`src/rtl/muldiv_pkg.sv`:
```
// Shared encodings and constants for the RV32M multiply/divide unit.
package muldiv_pkg;

  localparam int unsigned XLEN = 32;

  localparam logic [2:0] OP_MUL    = 3'b000;
  localparam logic [2:0] OP_MULH   = 3'b001;
  localparam logic [2:0] OP_MULHSU = 3'b010;
  localparam logic [2:0] OP_MULHU  = 3'b011;
  localparam logic [2:0] OP_DIV    = 3'b100;
  localparam logic [2:0] OP_DIVU   = 3'b101;
  localparam logic [2:0] OP_REM    = 3'b110;
  localparam logic [2:0] OP_REMU   = 3'b111;

  localparam logic [31:0] DIV0_QUOT = 32'hFFFF_FFFF;
  localparam logic [31:0] INT_MIN   = 32'h8000_0000;

  typedef enum logic [1:0] {
    ST_IDLE,
    ST_CALC,
    ST_DONE
  } state_e;

endpackage

```
`src/rtl/muldiv_if.sv`:
```
// Start/busy/done handshake plus operands and result of the multiply/divide unit.
interface muldiv_if;
  import muldiv_pkg::*;

  logic            start;
  logic [2:0]      op;
  logic [XLEN-1:0] a;
  logic [XLEN-1:0] b;
  logic            busy;
  logic            done;
  logic [XLEN-1:0] result;

  modport master (output start, op, a, b, input busy, done, result);
  modport slave  (input start, op, a, b, output busy, done, result);
endinterface

```
`src/rtl/muldiv_div_step.sv`:
```
// One restoring-divide step: shift in a dividend bit, subtract the divisor if it fits.
module muldiv_div_step #(
  parameter int unsigned W = 32
) (
  input  logic [W-1:0] rem,
  input  logic         dvd_bit,
  input  logic [W-1:0] divisor,
  output logic [W-1:0] rem_next,
  output logic         q_bit
);

  logic [W:0] shifted;
  logic [W:0] diff;

  always_comb begin
    shifted  = {rem, dvd_bit};
    diff     = shifted - {1'b0, divisor};
    // Top bit of the difference is the borrow: clear means the divisor fit.
    q_bit    = ~diff[W];
    rem_next = q_bit ? diff[W-1:0] : shifted[W-1:0];
  end

endmodule

```
`src/rtl/muldiv_unit.sv`:
```
// Iterative RV32M multiply/divide unit (32 steps + result cycle).
// Define MULDIV_FAST_MUL_EN for a single-cycle combinational multiplier on MUL* ops.
module muldiv_unit
  import muldiv_pkg::*;
#(
  parameter int unsigned XLEN  = 32,
  parameter int unsigned CNT_W = 6
) (
  input  logic     clk,
  input  logic     rst_n,
  muldiv_if.slave  bus
);

  state_e            state_q, state_d;
  logic [CNT_W-1:0]  cnt_q, cnt_d;
  logic [2:0]        op_q, op_d;
  logic [2*XLEN-1:0] acc_q, acc_d;
  logic [XLEN-1:0]   opnd_q, opnd_d;
  logic              neg_q, neg_d;
  logic              div0_q, div0_d;
  logic              ovf_q, ovf_d;
  logic [XLEN-1:0]   result_q, result_d;
  logic              done_q, done_d;

  // Operand conditioning at accept time.
  logic            signed_a, signed_b, sa, sb;
  logic [XLEN-1:0] mag_a, mag_b;

  always_comb begin
    signed_a = (bus.op == OP_MUL) || (bus.op == OP_MULH) || (bus.op == OP_MULHSU) ||
               (bus.op == OP_DIV) || (bus.op == OP_REM);
    signed_b = (bus.op == OP_MUL) || (bus.op == OP_MULH) ||
               (bus.op == OP_DIV) || (bus.op == OP_REM);
    sa    = signed_a & bus.a[XLEN-1];
    sb    = signed_b & bus.b[XLEN-1];
    mag_a = sa ? -bus.a : bus.a;
    mag_b = sb ? -bus.b : bus.b;
  end

  // Multiply step: multiplier sits in the low half of acc and shifts out as the product shifts in.
  logic [XLEN:0]     mul_sum;
  logic [2*XLEN-1:0] mul_next;
  logic [XLEN-1:0]   rem_next;
  logic              q_bit;
  logic [2*XLEN-1:0] div_next;

  always_comb begin
    mul_sum  = {1'b0, acc_q[2*XLEN-1:XLEN]} + {1'b0, (acc_q[0] ? opnd_q : '0)};
    mul_next = {mul_sum, acc_q[XLEN-1:1]};
    div_next = {rem_next, acc_q[XLEN-2:0], q_bit};
  end

  muldiv_div_step #(
    .W (XLEN)
  ) u_div_step (
    .rem      (acc_q[2*XLEN-1:XLEN]),
    .dvd_bit  (acc_q[XLEN-1]),
    .divisor  (opnd_q),
    .rem_next (rem_next),
    .q_bit    (q_bit)
  );

  // Sign fixup and result selection.
  logic [2*XLEN-1:0] prod;
  logic [XLEN-1:0]   quot, remv, fix_res;

  always_comb begin
    prod    = neg_q ? -acc_q : acc_q;
    quot    = neg_q ? -acc_q[XLEN-1:0] : acc_q[XLEN-1:0];
    remv    = neg_q ? -acc_q[2*XLEN-1:XLEN] : acc_q[2*XLEN-1:XLEN];
    fix_res = '0;
    unique case (op_q)
      OP_MUL:                       fix_res = prod[XLEN-1:0];
      OP_MULH, OP_MULHSU, OP_MULHU: fix_res = prod[2*XLEN-1:XLEN];
      OP_DIV, OP_DIVU:              fix_res = div0_q ? DIV0_QUOT : (ovf_q ? INT_MIN : quot);
      OP_REM, OP_REMU:              fix_res = ovf_q ? '0 : remv;
      default:                      fix_res = '0;
    endcase
  end

`ifdef MULDIV_FAST_MUL_EN
  logic                   fast_q, fast_d;
  logic signed [XLEN:0]   fa, fb;
  logic signed [2*XLEN-1:0] fprod;
  logic [XLEN-1:0]        fast_res;

  always_comb begin
    fa       = {signed_a & bus.a[XLEN-1], bus.a};
    fb       = {signed_b & bus.b[XLEN-1], bus.b};
    fprod    = fa * fb;
    fast_res = (bus.op == OP_MUL) ? fprod[XLEN-1:0] : fprod[2*XLEN-1:XLEN];
  end
`endif

  always_comb begin
    state_d  = state_q;
    cnt_d    = cnt_q;
    op_d     = op_q;
    acc_d    = acc_q;
    opnd_d   = opnd_q;
    neg_d    = neg_q;
    div0_d   = div0_q;
    ovf_d    = ovf_q;
    result_d = result_q;
    done_d   = 1'b0;
`ifdef MULDIV_FAST_MUL_EN
    fast_d   = fast_q;
`endif
    unique case (state_q)
      ST_IDLE: begin
        if (bus.start) begin
          op_d    = bus.op;
          neg_d   = (bus.op == OP_REM) ? sa : (sa ^ sb);
          div0_d  = bus.op[2] && (bus.b == '0);
          ovf_d   = ((bus.op == OP_DIV) || (bus.op == OP_REM)) &&
                    (bus.a == INT_MIN) && (bus.b == '1);
          cnt_d   = '0;
          opnd_d  = bus.op[2] ? mag_b : mag_a;
          acc_d   = {{XLEN{1'b0}}, (bus.op[2] ? mag_a : mag_b)};
          state_d = ST_CALC;
`ifdef MULDIV_FAST_MUL_EN
          fast_d = ~bus.op[2];
          if (!bus.op[2]) begin
            result_d = fast_res;
            done_d   = 1'b1;
            state_d  = ST_DONE;
          end
`endif
        end
      end
      ST_CALC: begin
        acc_d = op_q[2] ? div_next : mul_next;
        cnt_d = cnt_q + 1'b1;
        if (cnt_q == CNT_W'(XLEN - 1)) begin
          state_d = ST_DONE;
        end
      end
      ST_DONE: begin
        state_d = ST_IDLE;
`ifdef MULDIV_FAST_MUL_EN
        if (!fast_q) begin
          result_d = fix_res;
          done_d   = 1'b1;
        end
`else
        result_d = fix_res;
        done_d   = 1'b1;
`endif
      end
      default: state_d = ST_IDLE;
    endcase
  end

  always_ff @(posedge clk or negedge rst_n) begin
    if (!rst_n) begin
      state_q  <= ST_IDLE;
      cnt_q    <= '0;
      op_q     <= '0;
      acc_q    <= '0;
      opnd_q   <= '0;
      neg_q    <= 1'b0;
      div0_q   <= 1'b0;
      ovf_q    <= 1'b0;
      result_q <= '0;
      done_q   <= 1'b0;
`ifdef MULDIV_FAST_MUL_EN
      fast_q   <= 1'b0;
`endif
    end else begin
      state_q  <= state_d;
      cnt_q    <= cnt_d;
      op_q     <= op_d;
      acc_q    <= acc_d;
      opnd_q   <= opnd_d;
      neg_q    <= neg_d;
      div0_q   <= div0_d;
      ovf_q    <= ovf_d;
      result_q <= result_d;
      done_q   <= done_d;
`ifdef MULDIV_FAST_MUL_EN
      fast_q   <= fast_d;
`endif
    end
  end

  assign bus.busy   = (state_q == ST_CALC);
  assign bus.done   = done_q;
  assign bus.result = result_q;

endmodule

```
`src/flat_wrapper.sv`:
```
// flat-port wrapper written by rule: the top's interface ports become plain ports
module muldiv_unit_flat import muldiv_pkg::*;
#(
  parameter int unsigned XLEN  = 32,
  parameter int unsigned CNT_W = 6
)
  (clk, rst_n, bus_start, bus_op, bus_a, bus_b, bus_busy, bus_done, bus_result);
  muldiv_if bus_i ();
  input  logic clk;
  input  logic rst_n;
  input wire logic [$bits(bus_i.start)-1:0] bus_start;
  input wire logic [$bits(bus_i.op)-1:0] bus_op;
  input wire logic [$bits(bus_i.a)-1:0] bus_a;
  input wire logic [$bits(bus_i.b)-1:0] bus_b;
  output wire logic [$bits(bus_i.busy)-1:0] bus_busy;
  output wire logic [$bits(bus_i.done)-1:0] bus_done;
  output wire logic [$bits(bus_i.result)-1:0] bus_result;
  assign bus_i.start = bus_start;
  assign bus_i.op = bus_op;
  assign bus_i.a = bus_a;
  assign bus_i.b = bus_b;
  assign bus_busy = bus_i.busy;
  assign bus_done = bus_i.done;
  assign bus_result = bus_i.result;
  muldiv_unit #(.XLEN(XLEN), .CNT_W(CNT_W)) u_core (.clk(clk), .rst_n(rst_n), .bus(bus_i));
endmodule
```
`config.mk`:
```
export PLATFORM = sky130hd
export DESIGN_NAME = muldiv_unit_flat
export DESIGN_NICKNAME = d
export VERILOG_FILES = /design/src/rtl/muldiv_pkg.sv /design/src/rtl/muldiv_if.sv /design/src/rtl/muldiv_div_step.sv /design/src/rtl/muldiv_unit.sv /design/src/flat_wrapper.sv
export SDC_FILE = /design/constraint.sdc
export NUM_CORES = 1
export LEC_CHECK = 0
export BUFFER_PORTS_ARGS = -buffer_cell sky130_fd_sc_hd__buf_2
export CAP_MARGIN = 20
export CORE_ASPECT_RATIO = 1.5
export CORE_UTILIZATION = 45
export DETAILED_ROUTE_END_ITERATION = 16
export SLEW_MARGIN = 0
export SYNTH_ARGS = -nofsm -noshare
export SYNTH_HDL_FRONTEND = slang
export SYNTH_SLANG_ARGS = --single-unit
```
`constraint.sdc`:
```
create_clock -name clk -period 3.3 [get_ports clk]
set_input_delay 0.825 -clock clk [delete_from_list [all_inputs] [get_ports clk]]
set_output_delay 0.825 -clock clk [all_outputs]
set_load 0.02 [all_outputs]
```
==> flow_metrics.tcl, run 1 <==
set metrics [dict create \
    yosysSeqAreaShare_pct 24.17 \
    synth_most_common_cell "nor2_1" \
    drive_gt1_share_pct 22.91 \
    drc_errors 0 \
    cp_common_cell "or4_4" \
    leakage_nw 8.040 \
    fin_skew_ns 0.01807 \
    path_class "reg2reg" \
    hold_viol 0 \
    drt-total-wl_mm 61.36 \
    ys_warn_count 0 \
    num_vias 16614 \
    start_util_pct 45.50 \
    syn_inst 1997 \
    die_y_um 224.1 \
    gp_congestion 1.030 \
    dp_slack_ns -0.4158 \
    worstMarginPinSlew_ns 0.8786 \
    synthDominantCellAreaShare_pct 24.17 \
    outcome "finished clean" \
    ys_ff_latch 143 \
    wl_per_cell_um 22.74 \
    syn_nets 2139 \
    max_stage_delay_ns 0.59 \
    setup_viol 0 \
    fmax_mhz 305.3 \
    synth_commonest_cells "nor2_1 (232), nand2_1 (209), o21ai_0 (196)" \
    startpoint_type "flip-flop" \
    clk_latency_ns 0.47 \
    multiInputGateArea_mm2 0.01081 \
    cp.arrival_ns 3.63 \
    clk_pin_slew_ns 0.08 \
    ir_drop_mv 0.7980 \
    power_density_mw_per_mm2 1107 \
    synth-async-reset-ratio_pct 100.0 \
    grt.met1_usage_pct 42.39 \
    grt_use_met2_pct 62.13 \
    crit_path_end_kind "flip-flop" \
    gr-usage-met3_pct 4.684 \
    cts_buffers 17 \
    fin_crit_ns 3.275 \
    fin_ws_ns 0.02451 \
    first_global_vias 16399 \
    grt_usage_pct 36.99 \
    antenna_found_initial 0 \
    coreArea_mm2 0.03253 \
    synth-edff-count 0 \
    synthDistinctLibCells 83 \
    firstDrtPassIters 7 \
    syn_avg_cell_area_um2 7.413 \
    yosys-top-cells-area "dfrtp_1 (24%), o21ai_0 (6.6%), a21oi_1 (6.6%), ha_1 (5.9%), nor2_1 (5.9%)" \
    cp_max_fo 4 \
    synth_top_area_cell "dfrtp_1" \
    slew_viol_final 0 \
    synth_ff_type "dfrtp_1" \
    grt_first_pass_wirelength_mm 92.77 \
    h-tree-depth 4 \
    diodes 0 \
    required_ns 3.65 \
    core.rowCount 81 \
    grt-busiest-layer "met2" \
    period_share_pct 99.26 \
    power_w 0.02047 \
    layout.nets 2412 \
    r2r_cells 8 \
    worst-path-buf-inv 0 \
    setup_tns_ns 0 \
    cts_tree "built" \
    grt_max_degree 99 \
    rsz0062_at_grt "true" \
    clk_path_buf_depth 2 \
    netlist_area_mm2 0.01480 \
    clkSinkCount 143 \
    path_delay_family "simple AND/OR/NAND/NOR gates" \
    drt_iter0_markers 1147 \
    viasPerCell 6.158 \
    die_area_mm2 0.03364 \
    areaGrowthSynthToFinish_pct 24.93 \
    globalRoute.totalOverflow 0 \
    cts_root_buf "clkbuf_16" \
    fillCellCount 3132 \
    r2r_start "u_core.acc_q[28]" \
    cp_num_cells 8 \
    regToRegEndpoint "u_core.bus.result[11]" \
    layout.area.seq_mm2 0.003581 \
    ios 104 \
    die_w_um 150.1 \
    cpMaxStageDelayCell "or4_4" \
    cap_violations 0 \
    worstHoldPathType "in2async" \
    ant_nets 0 \
    reg2reg_slack_ns 0.02 \
    critical_path.cell_chain "or4_4 -> or4_4 -> or4_4 -> o21ai_2 -> xor2_1 -> o221ai_1 -> a221oi_1 -> nor2_1" \
    post-dp-hpwl_mm 48.90 \
    io_buffers 103 \
    worst_slew_margin_rel_pct 41.43 \
    final_util_pct 56.85 \
]
metal layers:
metal | vias to the layer above | part of all wire, %
li1 | 7842 | -
met1 | 7906 | 38
met3 | 211 | 5.6
met2 | 655 | 48
met5 | - | 0
met4 | 0 | 8.4
power by group:
part / internal (W) / switching (W)
Clock: 0.00106 / 0.000931
Sequential: 0.00253 / 0.000676
Combinational: 0.00626 / 0.00902
Total: 0.00985 / 0.0106
sequential cells by signal (all words and copies together), names as in the netlist:
name               count
u_core.op_q            3
u_core.bus.done        1
u_core.bus.result     32
u_core.acc_q          64
u_core.div0_q          1
u_core.neg_q           1
u_core.opnd_q         32
u_core.ovf_q           1
u_core.state_q         2
u_core.cnt_q           6
layout make-up:
| class | count | area share (%) |
|---|---|---|
| Sequential cell | 143 | 19.36 |
| Clock inverter | 15 | 0.8119 |
| Inverter | 61 | 1.238 |
| Multi-Input combinational cell | 1655 | 58.43 |
| Tap cell | 415 | 2.808 |
| Clock buffer | 17 | 2.300 |
| Timing Repair Buffer | 392 | 15.05 |
what timing repair did:
| item | in CTS | in global routing |
|---|---|---|
| setup endpoints to repair | 21 | 37 |
| buffers inserted | 1 | 4 |
| resized for setup | 22 | 55 |
| hold buffers | 0 | 0 |
| pin swaps | 3 | 23 |
worst max-delay path by stage:
stage                     start                    end  slack [ns]
4_1_cts         u_core.acc_q[0]       u_core.acc_q[61]      -0.007
3_3_place_gp          bus_b[12]       u_core.acc_q[29]       -0.37
3_5_place_dp          bus_b[12]       u_core.acc_q[29]       -0.42
5_1_grt         u_core.acc_q[0]       u_core.acc_q[62]       -0.02
6_report       u_core.acc_q[28]  u_core.bus.result[11]        0.02
2_1_floorplan          bus_a[6]       u_core.acc_q[27]       -0.16
layout by cell type, fill, tap and decap left out, types with 21 or more instances in the layout:
| master | instances |
|---|---|
| buf_4 | 280 |
| a21o_1 | 29 |
| xor2_1 | 86 |
| buf_2 | 101 |
| ha_1 | 68 |
| mux2i_1 | 46 |
| nand4_1 | 21 |
| nand3_1 | 32 |
| nand2_1 | 208 |
| dfrtp_1 | 141 |
| o21ai_0 | 188 |
| o221ai_1 | 21 |
| inv_1 | 57 |
| xnor2_1 | 90 |
| or3_1 | 21 |
| o31ai_1 | 31 |
| nor2_1 | 227 |
| nor3_1 | 30 |
| a21oi_1 | 185 |
cells by family (layout without fill, tap and decap cells):
logic type,count (synthesis),count (layout),synth area share (%)
DFF,143,143,24.17
xor gates and xnor gates,177,177,10.47
muxes,48,48,3.263
buffers and inverters,199,485,5.410
and+or+nand+nor,674,674,21.16
AOI/OAI and AO/OA,684,684,29.34
adders and majority gates,72,72,6.187
through the flow:
step / hold slack [ns] / area, um^2 / cells
floorplan: 0.4498 / 14820 / 1997
global placement: 0.4579 / 17520 / 2661
detailed placement: 0.4728 / 17520 / 2661
CTS: 0.3659 / 18210 / 2694
global route: 0.3860 / 18490 / 2698
finish: 0.3455 / 18490 / 2698
worst register-to-register path, stage by stage (launching register included):
cell and delay [ns]:
dfrtp_1 0.39, or4_4 0.59, or4_4 0.50, or4_4 0.58, o21ai_2 0.23, xor2_1 0.23, o221ai_1 0.24, a221oi_1 0.35
nor2_1 0.07
(Power assumes the default switching activity.)
==> run 2: changes to the inputs <==
PLACE_DENSITY_LB_ADDON = 0.3   (was default)
==> flow_metrics.tcl, run 2 (synthesized netlist as in run 1, its figures left out) <==
set metrics [dict create \
    die_w_um 150.1 \
    firstDrtPassIters 6 \
    cts_root_buf "clkbuf_16" \
    cts_tree "built" \
    core.rowCount 81 \
    cp_common_cell "or4_4" \
    cp_max_fo 4 \
    drive_gt1_share_pct 23.45 \
    drt-total-wl_mm 62.47 \
    grt_first_pass_wirelength_mm 93.63 \
    clk_latency_ns 0.47 \
    hold_ws_ns 0.2810 \
    clk_pin_slew_ns 0.08 \
    cts_buffers 17 \
    h-tree-depth 4 \
    slew_viol_final 0 \
    required_ns 3.69 \
    dr_wl_met3_mm 4.239 \
    ant_nets 0 \
    viasPerCell 6.246 \
    grt_max_degree 101 \
    gp_congestion 1.038 \
    outcome "complete, but fails checks" \
    final_common_cell "buf_4" \
    regMostFlops "u_core.acc_q" \
    power_w 0.02097 \
    fin_crit_ns 3.326 \
    num_vias 16871 \
    startpoint_type "flip-flop" \
    path_class "reg2reg" \
    wl_per_cell_um 23.13 \
    start_util_pct 45.50 \
    die_area_mm2 0.03364 \
    die_y_um 224.1 \
    ios 104 \
    fmax_mhz 300.7 \
    clkSinkCount 143 \
    worstMarginPinSlew_ns 1.245 \
    post-dp-hpwl_mm 48.40 \
    antenna_found_initial 0 \
    worstHoldPathType "in2async" \
    violations "setup timing" \
    first_global_vias 16323 \
    ir_drop_mv 0.5441 \
    power_density_mw_per_mm2 1128 \
    wirelength_met1_mm 23.10 \
    final_cell_mix "buf_4 (281), nor2_1 (229), nand2_1 (206)" \
    period_share_pct 100.8 \
    hold_viol 0 \
    max_stage_delay_ns 0.64 \
    setup_viol 2 \
    cp.arrival_ns 3.72 \
    crit_path_end_kind "flip-flop" \
    coreArea_mm2 0.03253 \
    globalRoute.totalOverflow 0 \
    diodes 0 \
    areaGrowthSynthToFinish_pct 25.58 \
    largest_reg_flops 64 \
    clk_path_buf_depth 2 \
    cap_violations 0 \
    critical_path.cell_chain "or4_4 -> or4_4 -> or4_4 -> nor2_2 -> nand3_1 -> o211ai_1 -> a21oi_2 -> buf_4 -> a211o_1 -> o211ai_1" \
    worst-path-buf-inv 1 \
    path_delay_family "simple AND/OR/NAND/NOR gates" \
    layout.nets 2415 \
    cpMaxStageDelayCell "or4_4" \
    fin_ws_ns -0.02573 \
    drc_errors 0 \
    grt_usage_pct 37.20 \
    io_buffers 103 \
    leakage_nw 8.090 \
    fin_skew_ns 0.01619 \
    drt_iter0_markers 1231 \
    rsz0062_at_grt "true" \
    met2WireLength_mm 29.63 \
    setup_tns_ns -0.03315 \
    worst_slew_margin_rel_pct 16.10 \
    highest-signal-layer "met4" \
]
==> run 2: per-stage QoR <==
stage | area [um^2] | setup slack [ns] | utilization (%) | cells
2_1_floorplan | 14820 | -0.1644 | - | 1997
3_3_place_gp | 17480 | -0.4609 | 53.72 | 2657
3_5_place_dp | 17480 | -0.4489 | 53.72 | 2657
4_1_cts | 18120 | -0.02495 | 55.71 | 2689
5_1_grt | 18590 | -0.1016 | 57.14 | 2701
6_report | 18590 | -0.02573 | 57.14 | 2701
==> run 2: worst paths after layout <==
| kind | startpoint | cells after the start | end | slack (ns) |
|---|---|---|---|---|
| hold reg to reg | u_core.bus.result[0] | 2 | u_core.bus.result[0] | 0.48 |
| setup / recovery | u_core.acc_q[28] | 10 | u_core.bus.result[27] | -0.03 |
| setup reg to reg | u_core.acc_q[28] | 10 | u_core.bus.result[27] | -0.03 |
| max in group asynchronous | rst_n | 2 | u_core.opnd_q[15] | 2.21 |
| min in group clk | u_core.bus.result[0] | 2 | u_core.bus.result[0] | 0.48 |
| hold / removal | rst_n | 1 | u_core.bus.result[19] | 0.28 |
==> run 2: area by class of cell <==
| class | count | area, um^2 |
|---|---|---|
| Clock buffer | 17 | 425.4 |
| Clock inverter | 15 | 152.6 |
| Fill cell | 3086 | 13940 |
| Inverter | 61 | 231.5 |
| Multi-Input combinational cell | 1655 | 10850 |
| Sequential cell | 143 | 3582 |
| Tap cell | 415 | 519.2 |
| Timing Repair Buffer | 395 | 2825 |
==> run 2: routing by layer <==
metal	track usage, %	up-vias
met1	40.66	8072
li1	-	7844
met2	61.54	720
met4	29.23	0
met3	8.452	235
met5	0	-
==> run 2: worst register-to-register path, delay by kind of cell (launching register included) <==
kind            cells  cell delay, ns
simple gates        5            2.11
compound gates      4            0.60
flops               1            0.40
buf+inv             1            0.15
==> run 2: timing repair <==
action,CTS,global route
setup endpoints to repair,26,30
endpoints found under the hold margin,0,0
buffers inserted,0,11
gates cloned,0,1
gates resized for setup,15,76
hold buffers,0,0
pin swaps,4,33
==> run 2: power breakdown <==
| group | total [W] | internal (W) | switching (W) | leakage, nW |
|---|---|---|---|---|
| clock network | 0.00201 | 0.00106 | 0.000953 | 0.281 |
| logic | 0.0157 | 0.00649 | 0.00921 | 6.07 |
| registers | 0.00324 | 0.00253 | 0.000713 | 1.74 |
| total | 0.0210 | 0.0101 | 0.0109 | 8.09 |
==> run 3: changes to the inputs <==
CORE_UTILIZATION = 40   (was 45)
==> flow_metrics.tcl, run 3 (synthesized netlist as in run 1, its figures left out) <==
set metrics [dict create \
    fin_skew_ns 0.02091 \
    cts_tree "built" \
    hold_viol 0 \
    setup_tns_ns -0.1110 \
    cts_root_buf "clkbuf_16" \
    layout.nets 2448 \
    critical_path.cell_chain "or4_4 -> buf_6 -> or4_4 -> or4_4 -> o21ai_2 -> xor2_1 -> o221ai_2 -> a221oi_2 -> buf_4 -> nor2_2" \
    cpMaxStageDelayCell "or4_4" \
    pwr-share-clk_pct 9.5 \
    reg2reg_slack_ns -0.08 \
    crit_path_end_kind "flip-flop" \
    r2r_cells 10 \
    antenna_found_initial 1 \
    fillCellCount 3611 \
    startpoint_type "flip-flop" \
    cap_violations 0 \
    worstMarginPinSlew_ns 0.9149 \
    drt_iter0_markers 1519 \
    areaGrowthSynthToFinish_pct 27.76 \
    p_sw_share_pct 51.70 \
    drt-total-wl_mm 63.89 \
    core.rowCount 85 \
    p_seq_share_pct 14.9 \
    violations "setup timing" \
    cp_common_cell "or4_4" \
    cp.arrival_ns 3.72 \
    firstDrtPassIters 6 \
    slew_viol_final 0 \
    final_cell_mix "buf_4 (316), nor2_1 (222), nand2_1 (206)" \
    viasPerCell 6.078 \
    max_stage_delay_ns 0.61 \
    gp_congestion 1.090 \
    rsz0062_at_grt "true" \
    io_buffers 103 \
    final_common_cell "buf_4" \
    num_vias 16988 \
    regMostFlops "u_core.acc_q" \
    die_y_um 237.6 \
    power_density_mw_per_mm2 1139 \
    multiInputGateArea_mm2 0.01086 \
    die_area_mm2 0.03780 \
    ios 104 \
    drc_errors 0 \
    p_sw_w 0.01114 \
    start_util_pct 40.94 \
    clkSinkCount 143 \
    worst_slew_margin_rel_pct 39.00 \
    grt_max_degree 103 \
    dp.cells 2757 \
    intPower_w 0.01040 \
    ir_drop_mv 0.5586 \
    required_ns 3.65 \
    largest_reg_flops 64 \
    grt_usage_pct 33.80 \
    clk_latency_ns 0.46 \
    drive_gt1_share_pct 24.64 \
    cts_buffers 17 \
    r2r_start "u_core.acc_q[25]" \
    worstHoldPathType "in2async" \
    period_share_pct 102.3 \
    diodes 0 \
    crit_start "u_core.acc_q[25]" \
    wl_per_cell_um 22.86 \
    fin_cells 2795 \
    globalRoute.totalOverflow 0 \
    post-dp-hpwl_mm 50.52 \
    cp_max_fo 4 \
    regToRegEndpoint "u_core.bus.result[3]" \
    pwr-share-comb_pct 75.6 \
    setup_viol 3 \
    ctsHoldBuffers 0 \
    die_w_um 159.1 \
    outcome "complete, but fails checks" \
    layout.area.seq_mm2 0.003581 \
    fin_crit_ns 3.375 \
    grt_first_pass_wirelength_mm 97.17 \
    coreArea_mm2 0.03616 \
    leakage_nw 8.236 \
    ant_nets 0 \
    path_class "reg2reg" \
    power_w 0.02154 \
    first_global_vias 16661 \
    fmax_mhz 296.3 \
    clk_pin_slew_ns 0.06 \
    h-tree-depth 4 \
    clk_path_buf_depth 2 \
    fin_ws_ns -0.07542 \
]
[run 3: cell count changes in the layout (fill, tap and decap cells not counted), sizes merged]
cell    previous run  this run
clkbuf            18        23
buf              394       427
bufinv             1         2
inv               66        58
[run 3: metrics by stage]
step	hold slack (ns)	setup slack [ns]	util (%)	instance area (um^2)
global route	0.4162	-0.07541	52.30	18910
finish	0.3697	-0.07542	52.30	18910
floorplan	0.4498	-0.1644	-	14820
CTS	0.3782	0.009875	51.15	18500
detailed placement	0.4670	-0.4271	49.25	17810
global placement	0.4637	-0.3729	49.25	17810
[run 3: worst max path at each step]
stage,to,slack [ns],depth (start not counted)
detailed placement,u_core.acc_q[27],-0.43,9
global placement,u_core.acc_q[27],-0.37,9
CTS,u_core.acc_q[61],0.01,15
floorplan,u_core.acc_q[27],-0.16,8
global route,u_core.bus.result[3],-0.08,10
finish,u_core.bus.result[3],-0.08,10
[run 3: area by class of cell]
class                   count  area share (%)
repair buffers            428           16.10
well taps                 478           3.162
flip-flops and latches    143           18.93
inverters                  61           1.224
multi-input cells        1655           57.40
clock inverters             8          0.5624
clock buffers              22           2.613
[run 3: layer usage]
metal,GRT usage (%),vias to the layer above,share of wire [%]
li1,-,7900,-
met1,37.34,8056,36
met2,56.37,756,47
met3,4.694,276,6.1
met4,31.06,0,10
met5,0,-,0
[run 3: worst max-delay path, delay by kind of cell, from the launching register on]
kind / cells / cell delay (ns)
AND/OR/NAND/NOR: 4 / 1.73
AO/OA/AOI/OAI: 3 / 0.66
flip-flops: 1 / 0.38
buffers and inverters: 2 / 0.31
XOR/XNOR: 1 / 0.20
[run 3: power groups by stage]
stage               clock [W]  combinational, W  sequential (W)
finish                0.00205            0.0163         0.00321
global route          0.00212            0.0175         0.00328
CTS                   0.00206            0.0155         0.00317
detailed placement          0            0.0153         0.00319
global placement            0            0.0151         0.00316
floorplan                   0           0.00898         0.00328
[run 3: repair_timing]
item                                    CTS  global route
pin swaps                                 4            53
endpoints found under the setup margin   23            51
buffers inserted                          0             8
cloned                                    0             1
gates resized for setup                  19            80
